**src/rtl/demux_dest.sv**
```systemverilog
// demux_dest: two-stage capture/route of popped VC words into destination FIFOs D0/D1.
// Optional feature macro: DEST_COUNT_EN adds saturating per-destination push counters.
module demux_dest #(
    parameter int BW       = 6,
    parameter int DEST_BIT = 4,
    parameter int CNT_W    = 5
) (
    input  logic             clk,
    input  logic             reset_L,
    input  logic             vc0_read,
    input  logic             vc1_read,
    input  logic [BW-1:0]    vc0_data_out,
    input  logic [BW-1:0]    vc1_data_out,
    input  logic             d0_full,
    input  logic             d1_full,
    output logic             d0_push,
    output logic [BW-1:0]    d0_data_in,
    output logic             d1_push,
    output logic [BW-1:0]    d1_data_in,
    output logic             error_out
`ifdef DEST_COUNT_EN
    ,
    output logic [CNT_W-1:0] d0_count,
    output logic [CNT_W-1:0] d1_count
`endif
);
    logic          rd0_q, rd1_q;
    logic          sel_valid_q, sel_valid_d;
    logic [BW-1:0] sel_data_q, sel_data_d;
    logic          d0_push_q, d0_push_d, d1_push_q, d1_push_d;
    logic [BW-1:0] d0_data_q, d0_data_d, d1_data_q, d1_data_d;
    logic          err_q, err_d;
    logic          dest, drop;

    // Next state: select the popped word, then route it unless its target is full.
    // A simultaneous pop of both VCs is flagged as soon as the strobes are seen.
    always_comb begin
        sel_valid_d = rd0_q | rd1_q;
        sel_data_d  = rd0_q ? vc0_data_out : vc1_data_out;
        dest        = sel_data_q[DEST_BIT];
        d0_push_d   = sel_valid_q & ~dest & ~d0_full;
        d1_push_d   = sel_valid_q & dest & ~d1_full;
        drop        = sel_valid_q & (dest ? d1_full : d0_full);
        d0_data_d   = d0_push_d ? sel_data_q : d0_data_q;
        d1_data_d   = d1_push_d ? sel_data_q : d1_data_q;
        err_d       = err_q | (vc0_read & vc1_read) | drop;
    end

    // Pipeline and output registers; reset flushes every in-flight word.
    always_ff @(posedge clk or negedge reset_L) begin
        if (!reset_L) begin
            rd0_q       <= 1'b0;
            rd1_q       <= 1'b0;
            sel_valid_q <= 1'b0;
            sel_data_q  <= '0;
            d0_push_q   <= 1'b0;
            d1_push_q   <= 1'b0;
            d0_data_q   <= '0;
            d1_data_q   <= '0;
            err_q       <= 1'b0;
        end else begin
            rd0_q       <= vc0_read;
            rd1_q       <= vc1_read;
            sel_valid_q <= sel_valid_d;
            sel_data_q  <= sel_data_d;
            d0_push_q   <= d0_push_d;
            d1_push_q   <= d1_push_d;
            d0_data_q   <= d0_data_d;
            d1_data_q   <= d1_data_d;
            err_q       <= err_d;
        end
    end

    assign d0_push    = d0_push_q;
    assign d1_push    = d1_push_q;
    assign d0_data_in = d0_data_q;
    assign d1_data_in = d1_data_q;
    assign error_out  = err_q;

`ifdef DEST_COUNT_EN
    logic [CNT_W-1:0] d0_cnt_q, d0_cnt_d, d1_cnt_q, d1_cnt_d;

    // Counters follow the issued pushes and stick at all-ones.
    always_comb begin
        d0_cnt_d = (d0_push_d && d0_cnt_q != '1) ? d0_cnt_q + CNT_W'(1) : d0_cnt_q;
        d1_cnt_d = (d1_push_d && d1_cnt_q != '1) ? d1_cnt_q + CNT_W'(1) : d1_cnt_q;
    end

    // Counter registers.
    always_ff @(posedge clk or negedge reset_L) begin
        if (!reset_L) begin
            d0_cnt_q <= '0;
            d1_cnt_q <= '0;
        end else begin
            d0_cnt_q <= d0_cnt_d;
            d1_cnt_q <= d1_cnt_d;
        end
    end

    assign d0_count = d0_cnt_q;
    assign d1_count = d1_cnt_q;
`endif
endmodule
```
**config.mk**
```make
export PLATFORM = sky130hd
export DESIGN_NAME = demux_dest
export DESIGN_NICKNAME = d
export VERILOG_FILES = /design/src/rtl/demux_dest.sv
export SDC_FILE = /design/constraint.sdc
export NUM_CORES = 1
export LEC_CHECK = 0
export BUFFER_PORTS_ARGS = -buffer_cell sky130_fd_sc_hd__buf_2
export CORE_ASPECT_RATIO = 0.9
export CORE_MARGIN = 5
export CORE_UTILIZATION = 49
export CTS_BUF_LIST = sky130_fd_sc_hd__clkbuf_8
export DETAILED_ROUTE_END_ITERATION = 16
export PLACE_DENSITY = 0.91
export SLEW_MARGIN = 20
export SYNTH_ARGS = -nofsm -noshare
export SYNTH_HDL_FRONTEND = slang
export SYNTH_SLANG_ARGS = --single-unit
```
**constraint.sdc**
```tcl
create_clock -name clk -period 1.53 [get_ports clk]
set_clock_uncertainty 0.05 [all_clocks]
set_input_delay 0.0765 -clock clk [delete_from_list [all_inputs] [get_ports clk]]
set_output_delay 0.0765 -clock clk [all_outputs]
set_load 0.05 [all_outputs]
```
# [Word level (Yosys, flattened, before mapping)]
# Cells that the tools add are included.
[word_totals] register_bits=24 inputBits=18
[classes] mux=2 n_bitwise=12
[op_table] operator="$and 1x1->1" count=6
[op_table] operator="$mux 6" count=1
[op_table] operator="$not 1->1" count=3
[op_table] operator="$or 1x1->1" count=3
[op_table] operator="$mux 1" count=1

# [Longest topological paths before layout]
# Gate-level depths: netlist (run 1).
[depth] ltp_word=3 mapped_depth=2

# [Worst setup path after synthesis (run 1)]
# No wires, ideal clock.
[synth_timing] path_kind="register -> register" from="reg sel_data_q[4]" to="reg d0_data_q[0] (netlist: d0_data_in[0])" arrival_time_ns=1.057 required_ns=1.355 path_slack_ns=0.298 path_stages_with_launch=3 path_cell_list="dfrtp_1 nor3b_4 mux2_2"
[synth_via] elab_chain_len=3
[synth_rtl] element="start, declared" line="29" rtl="logic [BW-1:0] sel_data_q, sel_data_d;"
[synth_rtl] element="start signal, assigned" line="65" rtl="sel_data_q <= sel_data_d;"
[synth_rtl] element="$not 1->1" line="41" rtl="d0_push_d = sel_valid_q & ~dest & ~d0_full;"
[synth_rtl] element="$and 1x1->1 (2 in a row)" line="41"
[synth_rtl] element="net d0_push_d" line="30" rtl="logic d0_push_q, d0_push_d, d1_push_q, d1_push_d;"
[synth_rtl] element="end signal, assigned" line="68" rtl="d0_data_q <= d0_data_d;"
[synth_rtl] element="end, declared" line="31" rtl="logic [BW-1:0] d0_data_q, d0_data_d, d1_data_q, d1_data_d;"
# The timed path passes the listed nets, and every way through them passes these cells.
# A chain may end at the register's enable or synchronous reset.

# [Worst setup path in the final report (run 1)]
[layout_timing] from="in d0_full" to="reg d0_data_q[5] (netlist: d0_data_in[5])"
[layout_via] elab_chain_len=2
[layout_rtl] element="start, declared" line="14" rtl="input logic d0_full,"
[layout_rtl] element="$not 1->1" line="41"
[layout_rtl] element="$and 1x1->1" line="41"
[layout_rtl] element="net d0_push_d" line="30"
# The timed path passes the listed nets, and every way through them passes these cells.

==> impl_metrics.yaml, run 1 <==
floorplanning:
  die_h_um: 49.8
  dieArea_sq_um: 2700
  initial_core_util: 0.517
  io_pins: 33
  core_sq_um: 1660
  die_w_um: 54.2
  num_rows: 14
timing:
  max_slew_margin: 0.664
  rsz0062_at_grt: "false"
  tightest_slew_ps: 503
  final_max_slew_viol_count: 0
  hold_violations: 0
  fin_crit_ps: 1390
  setup_tns_ps: 0
  finalSetupViolations: 0
  fmax_ghz: 0.719
  fin_crit_sh: 0.910
detailed_routing:
  routedWlPerCell_um: 13.4
  num_vias: 581
  drtPass1Iterations: 2
  drtAntennaViolNets: 0
  drt_first_iter_violations: 2
  drc_errors: 0
  routed_wl_um: 1650
  via_per_inst: 4.72
worst_setup_path:
  setup.worst_path.start_class: "input pin"
  cp_max_fo: 7
  criticalPathCategory: "in2reg"
  crit_path_end_kind: "register"
  cp_data_required_time_ps: 1630
  setup.reg_to_reg.worst_slack_ps: 190
  crit_arrival_ps: 1490
placed_design:
  dp.final_hpwl_um: 1200
  io_buffers: 32
  routabilityCongestion: 0.657
cts:
  cts_tree: "done"
  cts_max_path_buffers: 2
  clock-sinks: 24
  cts-buffers-inserted: 3
  cts_root_buf: "clkbuf_8"
  insertion_delay_ps: 260
  clk_pin_slew_ps: 70
  h-tree-depth: 1
grt:
  grt_remaining_overflow: 0
  antenna_found_initial: 0
  grt_pass1_vias: 606
  track_usage: 0.150
  grt_pass1_wl_um: 2750
  grt_max_degree: 25
synth:
  ys_seq_elements: 24
  synth_cells: 49
  synth_compound_area_frac: 0.0116
  synth_fp_nets: 67
  synthAdderAreaFrac: 0
  syn-cell-area_sq_um: 861
  ys_seq_area_frac: 0.698
  synthSimpleGateAreaFrac: 0.0596
  syn_area_per_cell_sq_um: 17.6
  ys_types: 10
  synth_xor_area_frac: 0
  ys_warn_count: 0
  synthMuxAreaShare: 0.222
  synth_top_family_by_area: "multiplexers"
cells_and_area:
  fillers: 100
  synthToLayoutAreaGrowth_pct: 45.5
  drive_gt1_frac: 0.576
  finalCoreUtilization: 0.753
  nets: 118
  antenna_cells: 0
hold_path:
  hold_path.class: "in2reg"
run:
  cap_violations: 0
power_and_ir_drop:
  p_switching_uw: 528
  intPower_uw: 1090
  vdd_ir_drop_max_mv: 0.720
  power.density_nw_per_um2: 1290
  seqPwrFrac: 0.465
  p_sw_frac: 0.326
  p_clk_frac: 0.255
  combPwrFrac: 0.281
  leakagePower_uw: 0.000597
outcome:
  status: "complete, no violations"
## worst max-delay path: stages
cell	delay (ps)
dlygate4sd3_1	530
buf_2	140
nor3b_4	360
mux2_2	380
## cell usage after synthesis, drive strengths merged
cell / n / area [sq um]
a221o: 1 / 10.0
and2b: 1 / 8.76
clkbuf: 1 / 3.75
dfrtp: 24 / 601
inv: 1 / 3.75
mux2: 17 / 191
nand2b: 1 / 6.26
nand3b: 1 / 11.3
nor3b: 1 / 18.8
or2: 1 / 6.26
## flip-flops by register name (all words and copies together), names as in the netlist
signal       count
d0_data_in       6
d1_data_in       6
sel_data_q       6
d0_push          1
d1_push          1
error_out        1
rd0_q            1
rd1_q            1
sel_valid_q      1
## power groups by stage
| stage | clock (uW) | combinational, uW | sequential (uW) |
|---|---|---|---|
| after CTS | 428 | 456 | 754 |
| after detailed placement | 0 | 429 | 767 |
| after global routing | 463 | 482 | 764 |
| after global placement | 0 | 422 | 764 |
| after floorplan | 0 | 86.7 | 988 |
| final | 413 | 455 | 752 |
## logic make-up (layout without fill, tap and decap cells)
kind of cell | count (synthesis) | count (layout)
buffers and inverters | 2 | 52
AO/OA/AOI/OAI | 1 | 1
multiplexers | 17 | 17
flip-flops | 24 | 24
AND/OR/NAND/NOR | 5 | 5
## stage by stage
stage / setup WS (ps) / hold slack (ps) / area (sq um) / power, uW / instances
4_1_cts: 139 / 0.424 / 1230 / 1640 / 121
3_3_place_gp: 243 / 17.9 / 1050 / 1190 / 104
5_1_grt: 108 / 1.07 / 1250 / 1710 / 123
3_5_place_dp: 188 / 25.9 / 1050 / 1200 / 104
2_1_floorplan: 298 / -269 / 861 / 1070 / 49
6_report: 138 / 9.23 / 1250 / 1620 / 123
## metal layers
metal | track usage | vias to the layer above | wire length (um)
met4 | 0.0747 | 0 | 29
met1 | 0.148 | 284 | 619
li1 | - | 270 | -
met3 | 0.0452 | 4 | 95
met2 | 0.269 | 23 | 905
met5 | 0 | - | 0
## placed cells by master, fill, tap and decap left out
cell type / instances
a221o_1: 1
and2b_2: 1
buf_2: 32
clkbuf_8: 4
dfrtp_1: 24
dlygate4sd3_1: 15
inv_1: 1
mux2_2: 17
nand2b_1: 1
nand3b_2: 1
nor3b_4: 1
or2_2: 1
## final cells by class
cell class	count	area [sq um]	share of cell area
well taps	24	30.0	0.0240
multi-input cells	23	253	0.202
flip-flops and latches	24	601	0.480
repair buffers	47	310	0.248
clock buffers	4	55.1	0.0440
inverters	1	3.75	0.00300
## final timing paths
kind / cells after the start / from / to
min reg2reg: 1 / rd1_q / sel_valid_q
max: 4 / d0_full / d0_data_in[5]
max reg2reg: 2 / sel_data_q[4] / d0_data_in[5]
max in group asynchronous: 2 / reset_L / rd0_q
min in group asynchronous: 2 / reset_L / d0_data_in[2]
min: 2 / vc0_data_out[2] / sel_data_q[2]
## repair_timing
item,4_1_cts,5_1_grt
endpoints found under the hold margin,32,2
hold buffers,13,2
gates resized for setup,0,0
setup buffers,0,0
Power figures use the tool's default switching activity.
==> run 2, diff against run 1 <==
==> constraint.sdc (replaced) <==
create_clock -name clk -period 1.53 [get_ports clk]
set_clock_uncertainty 0.05 [all_clocks]
set_input_delay 0.459 -clock clk [delete_from_list [all_inputs] [get_ports clk]]
set_output_delay 0.459 -clock clk [all_outputs]
set_load 0.05 [all_outputs]
==> run 2 against run 1 <==
Design area shrank 12%. Register-to-register slack is essentially flat. Sequential power is essentially flat. Worst setup slack gained 5.0 ps. Count of clock-buffer cells in the layout is the same. First-iteration DRC count grew to 3.5 times the previous value. Power shrank 1.8%. Critical path depth shrank 3. Non-clock buffer count shrank 15.
==> impl_metrics.yaml, run 2 (synthesized netlist as in run 1, its figures left out) <==
outcome:
  status: "complete, no violations"
floorplanning:
  core_sq_um: 1660
  die_h_um: 49.8
  dieArea_sq_um: 2700
  io_pins: 33
  num_rows: 14
  die_w_um: 54.2
  initial_core_util: 0.517
cts:
  hold_buffers: 0
  cts_root_buf: "clkbuf_8"
  clock-sinks: 24
  cts_max_path_buffers: 2
  h-tree-depth: 1
  clk_pin_slew_ps: 80
  cts_resized: 0
  cts-buffers-inserted: 3
  post_cts_buffers: 0
  cts_tree: "done"
  insertion_delay_ps: 260
placed_design:
  dp.final_hpwl_um: 1110
  routabilityCongestion: 0.653
  io_buffers: 32
hold_path:
  hold_path.class: "in2async"
detailed_routing:
  routedWlPerCell_um: 13.5
  drtPass1Iterations: 3
  num_vias: 519
  routed_wl_um: 1460
  drc_errors: 0
  drtAntennaViolNets: 0
  drt_first_iter_violations: 7
  via_per_inst: 4.81
worst_setup_path:
  critPathBufInv: 1
  crit_path_end_kind: "output port"
  cp_data_required_time_ps: 1020
  reg2reg_depth: 2
  setup.worst_path.start_class: "register"
  cp_cell_sequence: "buf_2"
  crit_arrival_ps: 880
  r2r-end: "d0_data_in[1]"
  cp_max_fo: 2
  criticalPathCategory: "reg2out"
  setup.reg_to_reg.worst_slack_ps: 200
  cp_top_family: "flip-flops"
  reg2reg_from: "sel_data_q[4]"
  max_stage_delay_ps: 350
  slowest_stage: "dfrtp_1"
cells_and_area:
  synthToLayoutAreaGrowth_pct: 28.1
  layout_common_cells: "buf_2 (32), dfrtp_1 (24), mux2_2 (17)"
  mostFrequentLayoutCell: "buf_2"
  drive_gt1_frac: 0.679
  antenna_cells: 0
  nets: 103
grt:
  grt_max_degree: 25
  antenna_found_initial: 0
  track_usage: 0.126
  grt_pass1_wl_um: 2410
  grt_remaining_overflow: 0
  grt_pass1_vias: 537
timing:
  rsz0062_at_grt: "false"
  fmax_ghz: 0.721
  finalSetupViolations: 0
  fin_crit_ps: 1390
  max_slew_margin: 0.671
  tightest_slew_ps: 493
  fin_crit_sh: 0.906
  setup_tns_ps: 0
  final_max_slew_viol_count: 0
  hold_violations: 0
power_and_ir_drop:
  finalPower_uw: 1590
  vdd_ir_drop_max_mv: 0.774
  power.density_nw_per_um2: 1440
  leakagePower_uw: 0.000535
run:
  cap_violations: 0
[run 2: changes by cell type in the layout (fill, tap and decap cells not counted)]
cell,change
dlygate4sd3_1,-15
[run 2: metal layers]
layer,share of wire,global-route usage
met1,0.39,0.146
met2,0.50,0.205
met3,0.088,0.0301
met4,0.025,0.0747
met5,0,0
[run 2: through the flow]
step,cells,setup slack [ps],utilization,instance area (sq um),hold WS [ps]
after floorplan,49,249,-,861,113
after global placement,104,54.1,0.629,1050,368
after detailed placement,104,45.9,0.629,1050,365
after CTS,108,135,0.662,1100,117
after global routing,108,98.3,0.662,1100,154
final,108,143,0.662,1100,102
[run 2: worst max-delay path by stage]
stage | start | endpoint | slack, ps | cells past startpoint
after global routing | d1_data_in[5] | d1_data_in[5] | 100 | 1
after CTS | d0_data_in[1] | d0_data_in[1] | 140 | 1
after global placement | d0_full | d0_data_in[2] | 50 | 3
after detailed placement | d0_full | d0_data_in[1] | 50 | 3
after floorplan | d0_full | d0_data_in[0] | 250 | 2
final | d0_data_in[3] | d0_data_in[3] | 140 | 1
[run 2: area by class of cell]
type                    count  area [sq um]
repair buffers             32           160
fillers                   127           562
flip-flops and latches     24           601
multi-input cells          23           253
well taps                  24          30.0
inverters                   1          3.75
clock buffers               4          55.1
[run 2: power by group]
group,switching (uW),internal [uW]
sequential,40.5,713
clock,184,229
combinational,300,125
total,524,1070
